**src/rtl/sound_ram_arbiter_if.sv**
```systemverilog
// Sound RAM port bundle: DOC fetch, GLU host access and the shared RAM side.
// Latency: none (wiring only).
// Backpressure: requests are levels held until the matching completion pulse.
interface sound_ram_arbiter_if;
    logic        doc_req;
    logic [15:0] doc_addr;
    logic [7:0]  doc_data;
    logic        doc_valid;
    logic        host_req;
    logic        host_wr;
    logic [15:0] host_addr;
    logic [7:0]  host_wdata;
    logic [7:0]  host_rdata;
    logic        host_ack;
    logic [15:0] ram_addr;
    logic        ram_we;
    logic [7:0]  ram_wdata;
    logic [7:0]  ram_rdata;

    modport slave (
        input  doc_req, doc_addr, host_req, host_wr, host_addr, host_wdata, ram_rdata,
        output doc_data, doc_valid, host_rdata, host_ack, ram_addr, ram_we, ram_wdata
    );

    modport master (
        output doc_req, doc_addr, host_req, host_wr, host_addr, host_wdata, ram_rdata,
        input  doc_data, doc_valid, host_rdata, host_ack, ram_addr, ram_we, ram_wdata
    );
endinterface

```
**src/rtl/sound_ram_arbiter.sv**
```systemverilog
// Sound RAM arbiter: DOC fetches have priority over GLU host accesses; SOUND_RAM_STARVE_GUARD_EN adds a host anti-starvation counter.
// Latency: reads complete 3 edges after the grant edge (counting it), writes on the grant edge itself.
// Backpressure: requests wait as held levels; arbitration only in IDLE on a clk_7M_en strobe.
module sound_ram_arbiter #(
    parameter int STARVE_LIMIT = 4
) (
    input  logic               CLK_14M,
    input  logic               reset_n,
    input  logic               clk_7M_en,
    output logic               busy,
    sound_ram_arbiter_if.slave bus
);
    localparam logic [1:0] IDLE    = 2'd0;
    localparam logic [1:0] DOC_RD  = 2'd1;
    localparam logic [1:0] HOST_RD = 2'd2;
    localparam logic [1:0] HOST_WR = 2'd3;

    logic [1:0] state;
    logic       phase;
    logic       arb;
    logic       grant_doc;
    logic       grant_host;

    generate
        if (STARVE_LIMIT < 1 || STARVE_LIMIT > 15) begin : g_bad_limit
            $error("STARVE_LIMIT must lie in 1..15");
        end
    endgenerate

    assign arb  = (state == IDLE) && clk_7M_en;
    assign busy = (state != IDLE);

`ifdef SOUND_RAM_STARVE_GUARD_EN
    logic [3:0] starve_cnt;
    logic       force_host;

    // Once the host has watched STARVE_LIMIT DOC grants go by, it wins the next slot.
    assign force_host = bus.host_req && (starve_cnt == 4'(STARVE_LIMIT));
    assign grant_doc  = arb && bus.doc_req && !force_host;

    always_ff @(posedge CLK_14M or negedge reset_n) begin
        if (!reset_n) begin
            starve_cnt <= 4'd0;
        end else if (grant_host) begin
            starve_cnt <= 4'd0;
        end else if (grant_doc) begin
            starve_cnt <= bus.host_req ? starve_cnt + 4'd1 : 4'd0;
        end
    end
`else
    assign grant_doc = arb && bus.doc_req;
`endif

    assign grant_host = arb && bus.host_req && !grant_doc;

    always_ff @(posedge CLK_14M or negedge reset_n) begin
        if (!reset_n) begin
            state          <= IDLE;
            phase          <= 1'b0;
            bus.ram_addr   <= '0;
            bus.ram_wdata  <= '0;
            bus.ram_we     <= 1'b0;
            bus.doc_data   <= '0;
            bus.doc_valid  <= 1'b0;
            bus.host_rdata <= '0;
            bus.host_ack   <= 1'b0;
        end else begin
            bus.ram_we    <= 1'b0;
            bus.doc_valid <= 1'b0;
            bus.host_ack  <= 1'b0;
            case (state)
                IDLE: begin
                    phase <= 1'b0;
                    if (grant_doc) begin
                        state        <= DOC_RD;
                        bus.ram_addr <= bus.doc_addr;
                    end else if (grant_host) begin
                        bus.ram_addr  <= bus.host_addr;
                        bus.ram_wdata <= bus.host_wdata;
                        if (bus.host_wr) begin
                            state        <= HOST_WR;
                            bus.ram_we   <= 1'b1;
                            bus.host_ack <= 1'b1;
                        end else begin
                            state <= HOST_RD;
                        end
                    end
                end
                DOC_RD, HOST_RD: begin
                    // Phase 0 covers the RAM's registered read; data is captured in phase 1.
                    phase <= ~phase;
                    if (phase) begin
                        state <= IDLE;
                        if (state == DOC_RD) begin
                            bus.doc_data  <= bus.ram_rdata;
                            bus.doc_valid <= 1'b1;
                        end else begin
                            bus.host_rdata <= bus.ram_rdata;
                            bus.host_ack   <= 1'b1;
                        end
                    end
                end
                default: begin
                    state <= IDLE;
                end
            endcase
        end
    end
endmodule

```
**src/flat_wrapper.sv**
```systemverilog
// flat-port wrapper written by rule: the top's interface ports become plain ports
module sound_ram_arbiter_flat 
#(
    parameter int STARVE_LIMIT = 4
)
  (CLK_14M, reset_n, clk_7M_en, busy, bus_doc_req, bus_doc_addr, bus_host_req, bus_host_wr, bus_host_addr, bus_host_wdata, bus_ram_rdata, bus_doc_data, bus_doc_valid, bus_host_rdata, bus_host_ack, bus_ram_addr, bus_ram_we, bus_ram_wdata);
  sound_ram_arbiter_if bus_i ();
  input  logic CLK_14M;
  input  logic reset_n;
  input  logic clk_7M_en;
  output logic busy;
  input wire logic [$bits(bus_i.doc_req)-1:0] bus_doc_req;
  input wire logic [$bits(bus_i.doc_addr)-1:0] bus_doc_addr;
  input wire logic [$bits(bus_i.host_req)-1:0] bus_host_req;
  input wire logic [$bits(bus_i.host_wr)-1:0] bus_host_wr;
  input wire logic [$bits(bus_i.host_addr)-1:0] bus_host_addr;
  input wire logic [$bits(bus_i.host_wdata)-1:0] bus_host_wdata;
  input wire logic [$bits(bus_i.ram_rdata)-1:0] bus_ram_rdata;
  output wire logic [$bits(bus_i.doc_data)-1:0] bus_doc_data;
  output wire logic [$bits(bus_i.doc_valid)-1:0] bus_doc_valid;
  output wire logic [$bits(bus_i.host_rdata)-1:0] bus_host_rdata;
  output wire logic [$bits(bus_i.host_ack)-1:0] bus_host_ack;
  output wire logic [$bits(bus_i.ram_addr)-1:0] bus_ram_addr;
  output wire logic [$bits(bus_i.ram_we)-1:0] bus_ram_we;
  output wire logic [$bits(bus_i.ram_wdata)-1:0] bus_ram_wdata;
  assign bus_i.doc_req = bus_doc_req;
  assign bus_i.doc_addr = bus_doc_addr;
  assign bus_i.host_req = bus_host_req;
  assign bus_i.host_wr = bus_host_wr;
  assign bus_i.host_addr = bus_host_addr;
  assign bus_i.host_wdata = bus_host_wdata;
  assign bus_i.ram_rdata = bus_ram_rdata;
  assign bus_doc_data = bus_i.doc_data;
  assign bus_doc_valid = bus_i.doc_valid;
  assign bus_host_rdata = bus_i.host_rdata;
  assign bus_host_ack = bus_i.host_ack;
  assign bus_ram_addr = bus_i.ram_addr;
  assign bus_ram_we = bus_i.ram_we;
  assign bus_ram_wdata = bus_i.ram_wdata;
  sound_ram_arbiter #(.STARVE_LIMIT(STARVE_LIMIT)) u_core (.CLK_14M(CLK_14M), .reset_n(reset_n), .clk_7M_en(clk_7M_en), .busy(busy), .bus(bus_i));
endmodule
```
**config.mk**
```make
export PLATFORM = sky130hd
export DESIGN_NAME = sound_ram_arbiter_flat
export DESIGN_NICKNAME = d
export VERILOG_FILES = /design/src/rtl/sound_ram_arbiter_if.sv /design/src/rtl/sound_ram_arbiter.sv /design/src/flat_wrapper.sv
export SDC_FILE = /design/constraint.sdc
export NUM_CORES = 1
export LEC_CHECK = 0
export ABC_AREA = 1
export BUFFER_PORTS_ARGS = -buffer_cell sky130_fd_sc_hd__buf_2
export CAP_MARGIN = 40
export CELL_PAD_IN_SITES_DETAIL_PLACEMENT = 1
export CELL_PAD_IN_SITES_GLOBAL_PLACEMENT = 2
export CORE_MARGIN = 8
export CORE_UTILIZATION = 25
export DETAILED_ROUTE_END_ITERATION = 8
export GPL_TIMING_DRIVEN = 0
export PLACE_DENSITY = 0.83
export RECOVER_POWER = 25
export SYNTH_ARGS = -nofsm -noshare
export SYNTH_HDL_FRONTEND = slang
export SYNTH_SLANG_ARGS = --single-unit
```
**constraint.sdc**
```tcl
create_clock -name CLK_14M -period 2.8 [get_ports CLK_14M]
set_clock_uncertainty 0.2 [all_clocks]
set_input_delay 0.28 -clock CLK_14M [delete_from_list [all_inputs] [get_ports CLK_14M]]
set_output_delay 0.28 -clock CLK_14M [all_outputs]
set_load 0.02 [all_outputs]
```
==> out/results.md, run 1 <==
| Parameter | Value |
|---|---|
| Number of buffers added on ports | 96 |
| Post-layout net count | 408 |
| CP Cell Sequence | inv_1, ha_1, inv_1, buf_2 |
| DRC Markers | 0 |
| Clock-pin slew reported for the worst setup and hold paths after clock tree synthesis | 0.09 ns |
| Transition time of the tightest slew-check pin | 1.390 ns |
| CP Class | flop to output pin |
| Peak per-stage delay on the critical path | 0.44 ns |
| Final setup viols | 0 |
| Core Region | 8175 um^2 |
| Critical Path Source | u_core.state[0]$_DFFE_PN0P_ |
| Total routing usage reported by global routing | 0.1195 |
| Maxcap violations | 0 |
| Cell types occupying the most area after synthesis | sky130_fd_sc_hd__dfrtp_1 55%, sky130_fd_sc_hd__nand2_1 14%, sky130_fd_sc_hd__o21ai_0 6.0%, sky130_fd_sc_hd__o211ai_1 5.7%, sky130_fd_sc_hd__inv_1 5.4% |
| Horizontal die dimension | 107.5 um |
| Area after DPL | 2734 um^2 |
| Reg-to-reg slack, setup | 0.88 ns |
| Number of ports placed on the die boundary | 98 |
| Grt total ovfl | 0 |
| Termination of the worst setup path | busy |
| Area fraction of the dominant cell type after synthesis | 0.5496 |
| CTS buffer count | 5 |
| Count of yosys warnings during synthesis | 0 |
| Share of layout cells above drive strength 1 | 0.3314 |
| Count of clock tree sinks | 46 |
| Most area-hungry cell type in the Yosys netlist | sky130_fd_sc_hd__dfrtp_1 |
| Length of the first detailed-routing pass in iterations | 4 |
| Global placement routability congestion | 0.7239 |
| Run status | completed |
| Startpoint class of the critical path | flop |
| Number of placement rows | 33 |
| Clock latency reported for the late side of the worst-skew pair | 0.30 ns |
| Count of vias placed by the detailed router | 1982 |
| RSZ-0062 raised after global routing | false |
| Wire length reported by the detailed router | 6657 um |
| Violation count after the first detailed-routing iteration | 43 |
| Critical path data required time | 2.32 ns |
| Avg Cell Area, Syn | 8.875 um^2 |
| Routed Antenna Nets | 0 |
| Pin count of the biggest net entering global routing | 25 |
| Element type at the critical path end | output pin |
| Synthesized instance count | 236 |
| Number of distinct library cells after synthesis | 16 |
| PostCTS Resize Cnt | 0 |
| Post-DP HPWL | 5157 um |
| Synth Cell Area | 2095 um^2 |
| Library cell contributing the largest single delay on the critical path | sky130_fd_sc_hd__dfrtp_1 |
| Syn Nets | 295 |
| Area of all placed cells without fillers | 2912 um^2 |
| Vias per cell | 4.356 |
| Worst ir drop on vdd | 250.0 uV |
| Total power of the final layout | 0.002929 W |
| Reg2Reg Launch Point | u_core.state[0]$_DFFE_PN0P_ |
| Root buffer cell | sky130_fd_sc_hd__clkbuf_8 |
| Max H-tree Level | 2 |
| Crit path top cell by count | sky130_fd_sc_hd__inv_1 |
| Flip-flop and latch count after synthesis | 46 |
| Final Max Slew Viols | 0 |
| Antenna diode count | 0 |
| Final setup margin | 0.8722 ns |
| Hold Crit Class | input pin to flop |
| Crit share post-route | 0.6885 |
| Static leakage | 1.643 nW |
| Final Hold Fails | 0 |
| Biggest fanout along the worst timing path | 5 |
| Register area share after synthesis | 0.5496 |
| Total power density per cell area | 1006 nW/um^2 |
| Arrival time of data at the critical path endpoint | 1.45 ns |
| Area growth syn-to-layout | 39.01% |
| Height of the chip | 107.5 um |
| Number of antenna violations at the first check in global routing | 0 |
| Worst hold path cell count | 3 |
| Post-placement worst setup slack | 0.8936 ns |
| Final setup TNS | 0 ns |
| Final critical-path required period | 1.928 ns |
| Vias in the first global route | 2291 |
| Timing-limited maximum frequency | 518.7 MHz |
| Effective utilization at floorplan | 0.2562 |
| Detail-routed net length per standard cell | 14.63 um |
| Depth of the most critical reg-to-reg path | 6 |
| Terminus of the critical flop-to-flop path | u_core.bus.ram_addr[9]$_DFFE_PN0P_ |
| Area of the die | 11560 um^2 |
| CTS tree | yes |
| Worst slew slack as a fraction of its limit | 0.07328 |
| Clk buf depth | 2 |
| First-pass GRT wire length | 11110 um |
registers in the layout, indices dropped and copies added, names as in the netlist:
signal / cells
u_core.bus.doc_valid: 1
u_core.bus.host_ack: 1
u_core.bus.host_rdata: 8
u_core.bus.ram_addr: 16
u_core.state: 2
u_core.bus.ram_we: 1
u_core.bus.doc_data: 8
u_core.phase: 1
u_core.bus.ram_wdata: 8
synth_stat cells:
master,instances
sky130_fd_sc_hd__nand2_1,77
sky130_fd_sc_hd__dfrtp_1,46
sky130_fd_sc_hd__inv_1,30
sky130_fd_sc_hd__o21ai_0,25
sky130_fd_sc_hd__nand3_1,19
sky130_fd_sc_hd__o211ai_1,16
sky130_fd_sc_hd__buf_2,5
sky130_fd_sc_hd__ha_1,5
sky130_fd_sc_hd__clkbuf_1,4
sky130_fd_sc_hd__buf_6,2
sky130_fd_sc_hd__nand3_4,2
sky130_fd_sc_hd__a21oi_2,1
sky130_fd_sc_hd__nand2_2,1
sky130_fd_sc_hd__nand2_4,1
sky130_fd_sc_hd__nor2_1,1
sky130_fd_sc_hd__nor2_4,1
critical path: cells and delay by family (launching register included):
kind / cells / cell delay, ns
adders and majority gates: 1 / 0.35
buffers and inverters: 3 / 0.36
DFF: 1 / 0.44
metrics by stage:
step / instances / hold slack, ns / utilization
finish: 455 / 0.02269 / 0.3561
global route: 455 / 0.02313 / 0.3561
CTS: 455 / 0.01214 / 0.3564
detailed placement: 438 / 0.1151 / 0.3344
global placement: 437 / 0.2622 / 0.3310
floorplan: 236 / -0.2156 / -
per-layer routing:
layer | track usage | up-vias | wire length, um
li1 | - | 976 | -
met1 | 0.1249 | 941 | 2514
met2 | 0.2175 | 56 | 3577
met3 | 0.04311 | 9 | 488
met4 | 0.03568 | 0 | 77
met5 | 0 | - | 0
final cells by class:
| type | instances | area [um^2] |
|---|---|---|
| flip-flops and latches | 46 | 1151 |
| clock buffers | 5 | 68.82 |
| fillers | 1020 | 5264 |
| repair buffers | 106 | 595.6 |
| clock inverters | 3 | 21.27 |
| plain buffers | 11 | 62.56 |
| well taps | 105 | 131.4 |
| multi-input cells | 149 | 768.2 |
| inverters | 30 | 112.6 |
what timing repair did:
item / in CTS / in global routing
setup buffers: 0 / 0
hold buffers: 9 / 0
hold endpoints to repair: 30 / 0
worst min-delay path by stage:
stage | startpoint | end | slack [ns]
after floorplan | reset_n | u_core.bus.doc_data[0]$_DFFE_PN0P_ | -0.22
after global placement | u_core.bus.doc_data[0]$_DFFE_PN0P_ | u_core.bus.doc_data[0]$_DFFE_PN0P_ | 0.26
after detailed placement | reset_n | u_core.bus.ram_we$_DFF_PN0_ | 0.12
after CTS | bus_host_wr | u_core.bus.ram_we$_DFF_PN0_ | 0.01
after global routing | bus_doc_addr[3] | u_core.bus.ram_addr[3]$_DFFE_PN0P_ | 0.02
final | bus_host_wr | u_core.bus.ram_we$_DFF_PN0_ | 0.02
power breakdown:
part / total (W) / leakage, nW / internal [W] / switching [W]
registers: 0.00115 / 0.568 / 0.000973 / 0.000175
clock network: 0.000408 / 0.0441 / 0.000176 / 0.000233
logic: 0.00137 / 1.03 / 0.000471 / 0.000901
total: 0.00293 / 1.64 / 0.00162 / 0.00131
logic make-up (layout without fill, tap and decap cells):
kind of cell             Yosys count  after routing  synth area share
AND/OR/NAND/NOR                  102            102            0.2156
flip-flops                        46             46            0.5496
AO/OA/AOI/OAI                     42             42            0.1213
buffers and inverters             41            155           0.08363
adder cells (fa/ha/maj)            5              5           0.02987
placed cells by master, fill, tap and decap left out:
cell type	synthesis	routed
sky130_fd_sc_hd__nand2_1	77	77
sky130_fd_sc_hd__inv_1	30	30
sky130_fd_sc_hd__o21ai_0	25	25
sky130_fd_sc_hd__dfrtp_1	46	46
sky130_fd_sc_hd__clkinvlp_4	0	1
sky130_fd_sc_hd__nor2_1	1	1
sky130_fd_sc_hd__o211ai_1	16	16
sky130_fd_sc_hd__buf_2	5	99
sky130_fd_sc_hd__clkbuf_1	4	6
sky130_fd_sc_hd__clkbuf_8	0	5
sky130_fd_sc_hd__clkinv_2	0	1
sky130_fd_sc_hd__buf_16	0	1
sky130_fd_sc_hd__nand2_2	1	1
sky130_fd_sc_hd__nand3_1	19	19
sky130_fd_sc_hd__clkinv_4	0	1
sky130_fd_sc_hd__buf_6	2	2
sky130_fd_sc_hd__dlygate4sd3_1	0	9
sky130_fd_sc_hd__ha_1	5	5
sky130_fd_sc_hd__nand2_4	1	1
sky130_fd_sc_hd__nand3_4	2	2
sky130_fd_sc_hd__nor2_4	1	1
sky130_fd_sc_hd__a21oi_2	1	1
Power figures use the tool's default switching activity.
==> run 2: changes to the inputs <==
- clock period: 2.8 -> 1.8 ns (I/O delays scaled with it)
==> out/results.md, run 2 (same netlist as run 1, synthesis figures left out) <==
| Parameter | Value | vs previous |
|---|---|---|
| Area of the die | 11560 um^2 | unchanged |
| Number of antenna violations at the first check in global routing | 0 | unchanged |
| Flip-flop count of the largest register, all copies and words added | 16 | unchanged |
| Effective utilization at floorplan | 0.2562 | unchanged |
| Routed Antenna Nets | 0 | unchanged |
| Timing-limited maximum frequency | 593.2 MHz |  |
| Number of ports placed on the die boundary | 98 | unchanged |
| Reg-to-reg slack, setup | 0.11 ns | -0.77 ns |
| Run status | completed |  |
| Element type at the critical path end | flop |  |
| Length of the first detailed-routing pass in iterations | 4 | unchanged |
| Final setup viols | 0 | unchanged |
| Total power of the final layout | 0.004668 W | +59% |
| RSZ-0062 raised after global routing | false |  |
| Share of layout cells above drive strength 1 | 0.3263 | -0.005113 |
| Startpoint class of the critical path | flop |  |
| Vias in the first global route | 2433 | +6.2% |
| Hold Crit Class | input pin to flop |  |
| Detail-routed net length per standard cell | 14.67 um | +0.27% |
| Horizontal die dimension | 107.5 um | unchanged |
| Max H-tree Level | 2 | unchanged |
| Grt total ovfl | 0 | unchanged |
| Clk buf depth | 2 | unchanged |
| Pin count of the biggest net entering global routing | 25 | unchanged |
| Count of vias placed by the detailed router | 2141 | +8.0% |
| Peak per-stage delay on the critical path | 0.45 ns | about the same |
| Sequential share of power | 0.385 | -0.007 |
| DRC Markers | 0 | unchanged |
| Root buffer cell | sky130_fd_sc_hd__clkbuf_8 |  |
| Number of buffers added on ports | 96 | unchanged |
| Sw power | 0.002067 W | +58% |
| CP Cell Sequence | inv_2, ha_4, nand3_4, buf_2, o211ai_1, nand2_1 |  |
| Area growth syn-to-layout | 54.66% |  |
| Height of the chip | 107.5 um | unchanged |
| Final critical-path required period | 1.686 ns |  |
| Number of placement rows | 33 | unchanged |
| Wire length reported by the detailed router | 7115 um | +6.9% |
| Vias per cell | 4.414 | +1.3% |
| Worst ir drop on vdd | 445.6 uV | +78% |
| Library cell contributing the largest single delay on the critical path | sky130_fd_sc_hd__dfrtp_2 |  |
| Most common library cell in the layout ignoring fill and taps | sky130_fd_sc_hd__buf_2 |  |
| Crit share post-route | 0.9365 |  |
| Biggest fanout along the worst timing path | 10 | +5 |
| Arrival time of data at the critical path endpoint | 1.67 ns | +0.22 ns |
| Top library cells by usage in the layout, fill and taps aside | 98 x sky130_fd_sc_hd__buf_2, 77 x sky130_fd_sc_hd__nand2_1, 45 x sky130_fd_sc_hd__dfrtp_1, 40 x sky130_fd_sc_hd__dlygate4sd3_1, 28 x sky130_fd_sc_hd__inv_1 |  |
| Final Hold Fails | 0 | unchanged |
| Post-DP HPWL | 5157 um | unchanged |
| Clock-pin slew reported for the worst setup and hold paths after clock tree synthesis | 0.09 ns | about the same |
| Core Region | 8175 um^2 | unchanged |
| Internal power summed over all cells | 0.002601 W | +61% |
| Post-layout net count | 438 | +7.4% |
| Register ranked first by flip-flop count | u_core.bus.ram_addr |  |
| Non-Filler Instances | 485 | +6.6% |
| Worst slew slack as a fraction of its limit | 0.5707 | +0.4974 |
| CP Class | flop to flop |  |
| Final Max Slew Viols | 0 | unchanged |
| Final setup margin | 0.1142 ns | -0.7580 ns |
| Total routing usage reported by global routing | 0.1289 | +0.009430 |
| CTS buffer count | 5 | unchanged |
| Count of clock tree sinks | 46 | unchanged |
| Cell Count Post-Placement | 438 | unchanged |
| Clock latency reported for the late side of the worst-skew pair | 0.30 ns | about the same |
| Violation count after the first detailed-routing iteration | 48 | +12% |
| Maxcap violations | 0 | unchanged |
| Transition time of the tightest slew-check pin | 0.6439 ns | -0.7462 ns |
| Antenna diode count | 0 | unchanged |
| Critical path data required time | 1.78 ns | -0.54 ns |
| Part of the power in the clock network | 0.136 | -0.003 |
| Total power density per cell area | 1441 nW/um^2 | +43% |
| Post-placement worst setup slack | -0.1064 ns | -1.000 ns |
| Global placement routability congestion | 0.7239 | unchanged |
| Proportion of power drawn by combinational gates | 0.479 | +0.010 |
| First-pass GRT wire length | 12000 um | +8.0% |
| Static leakage | 1.783 nW | +8.5% |
| Switching fraction of total power | 0.4428 | -0.004086 |
| CTS tree | yes |  |
## run 2: changes by cell type in the layout (fill, tap and decap cells not counted)
cell,previous run,this run
sky130_fd_sc_hd__dlygate4sd3_1,9,40
sky130_fd_sc_hd__clkbuf_1,6,1
sky130_fd_sc_hd__clkbuf_2,0,4
sky130_fd_sc_hd__inv_1,30,28
sky130_fd_sc_hd__inv_2,0,2
sky130_fd_sc_hd__buf_2,99,98
sky130_fd_sc_hd__clkbuf_4,0,1
sky130_fd_sc_hd__dfrtp_1,46,45
sky130_fd_sc_hd__dfrtp_2,0,1
sky130_fd_sc_hd__ha_1,5,4
sky130_fd_sc_hd__ha_4,0,1
sky130_fd_sc_hd__o21ai_0,25,24
sky130_fd_sc_hd__o21ai_1,0,1
## run 2: final cells by class
type	count	area, um^2
Buffer	10	65.06
Clock buffer	5	68.82
Clock inverter	3	21.27
Fill cell	991	4936
Inverter	30	112.6
Multi-Input combinational cell	149	780.7
Sequential cell	46	1152
Tap cell	105	131.4
Timing Repair Buffer	137	907.1
## run 2: final timing paths
kind | startpoint | endpoint | depth (start not counted)
max | u_core.state[0]$_DFFE_PN0P_ | u_core.bus.ram_addr[13]$_DFFE_PN0P_ | 6
min | bus_host_addr[10] | u_core.bus.ram_addr[10]$_DFFE_PN0P_ | 5
min reg2reg | u_core.bus.doc_data[3]$_DFFE_PN0P_ | u_core.bus.doc_data[3]$_DFFE_PN0P_ | 2
min in group asynchronous | reset_n | u_core.state[0]$_DFFE_PN0P_ | 2
max in group asynchronous | reset_n | u_core.bus.ram_addr[11]$_DFFE_PN0P_ | 3
max reg2reg | u_core.state[0]$_DFFE_PN0P_ | u_core.bus.ram_addr[13]$_DFFE_PN0P_ | 6
## run 2: per-stage QoR
step / area, um^2 / hold WS, ns / utilization / setup TNS [ns]
3_3_place_gp: 2706 / 0.1839 / 0.3310 / -1.570
5_1_grt: 3239 / 0.02927 / 0.3962 / 0
4_1_cts: 3234 / 0.0003416 / 0.3956 / 0
2_1_floorplan: 2095 / -0.3156 / - / 0
6_report: 3239 / 0.005198 / 0.3962 / 0
3_5_place_dp: 2734 / 0.01512 / 0.3344 / -1.858
## run 2: timing repair
item,in CTS,in global routing
buffers inserted,0,0
endpoints found under the setup margin,34,26
hold buffers,40,0
gates resized for setup,3,9
endpoints found under the hold margin,64,0
## run 2: per-layer routing
layer,part of all wire,wire length [um],track usage,up-vias
li1,-,-,-,1038
met1,0.37,2629,0.1300,1036
met2,0.55,3910,0.2425,59
met3,0.069,493,0.04551,8
met4,0.011,81,0.03568,0
met5,0,0,0,-
## run 2: critical path: cells and delay by family, from the launching register on
| kind | cells | cell delay, ns |
|---|---|---|
| and+or+nand+nor | 2 | 0.20 |
| DFF | 1 | 0.45 |
| buffers and inverters | 2 | 0.32 |
| adders and majority gates | 1 | 0.19 |
| AOI/OAI and AO/OA | 1 | 0.20 |
## run 2: power by group through the flow
stage	sequential [W]	combinational, W	clock, W
detailed placement	0.00181	0.00217	0
floorplan	0.00235	0.000763	0
global placement	0.00179	0.00212	0
CTS	0.00180	0.00228	0.000666
finish	0.00180	0.00224	0.000634
global route	0.00187	0.00248	0.000713
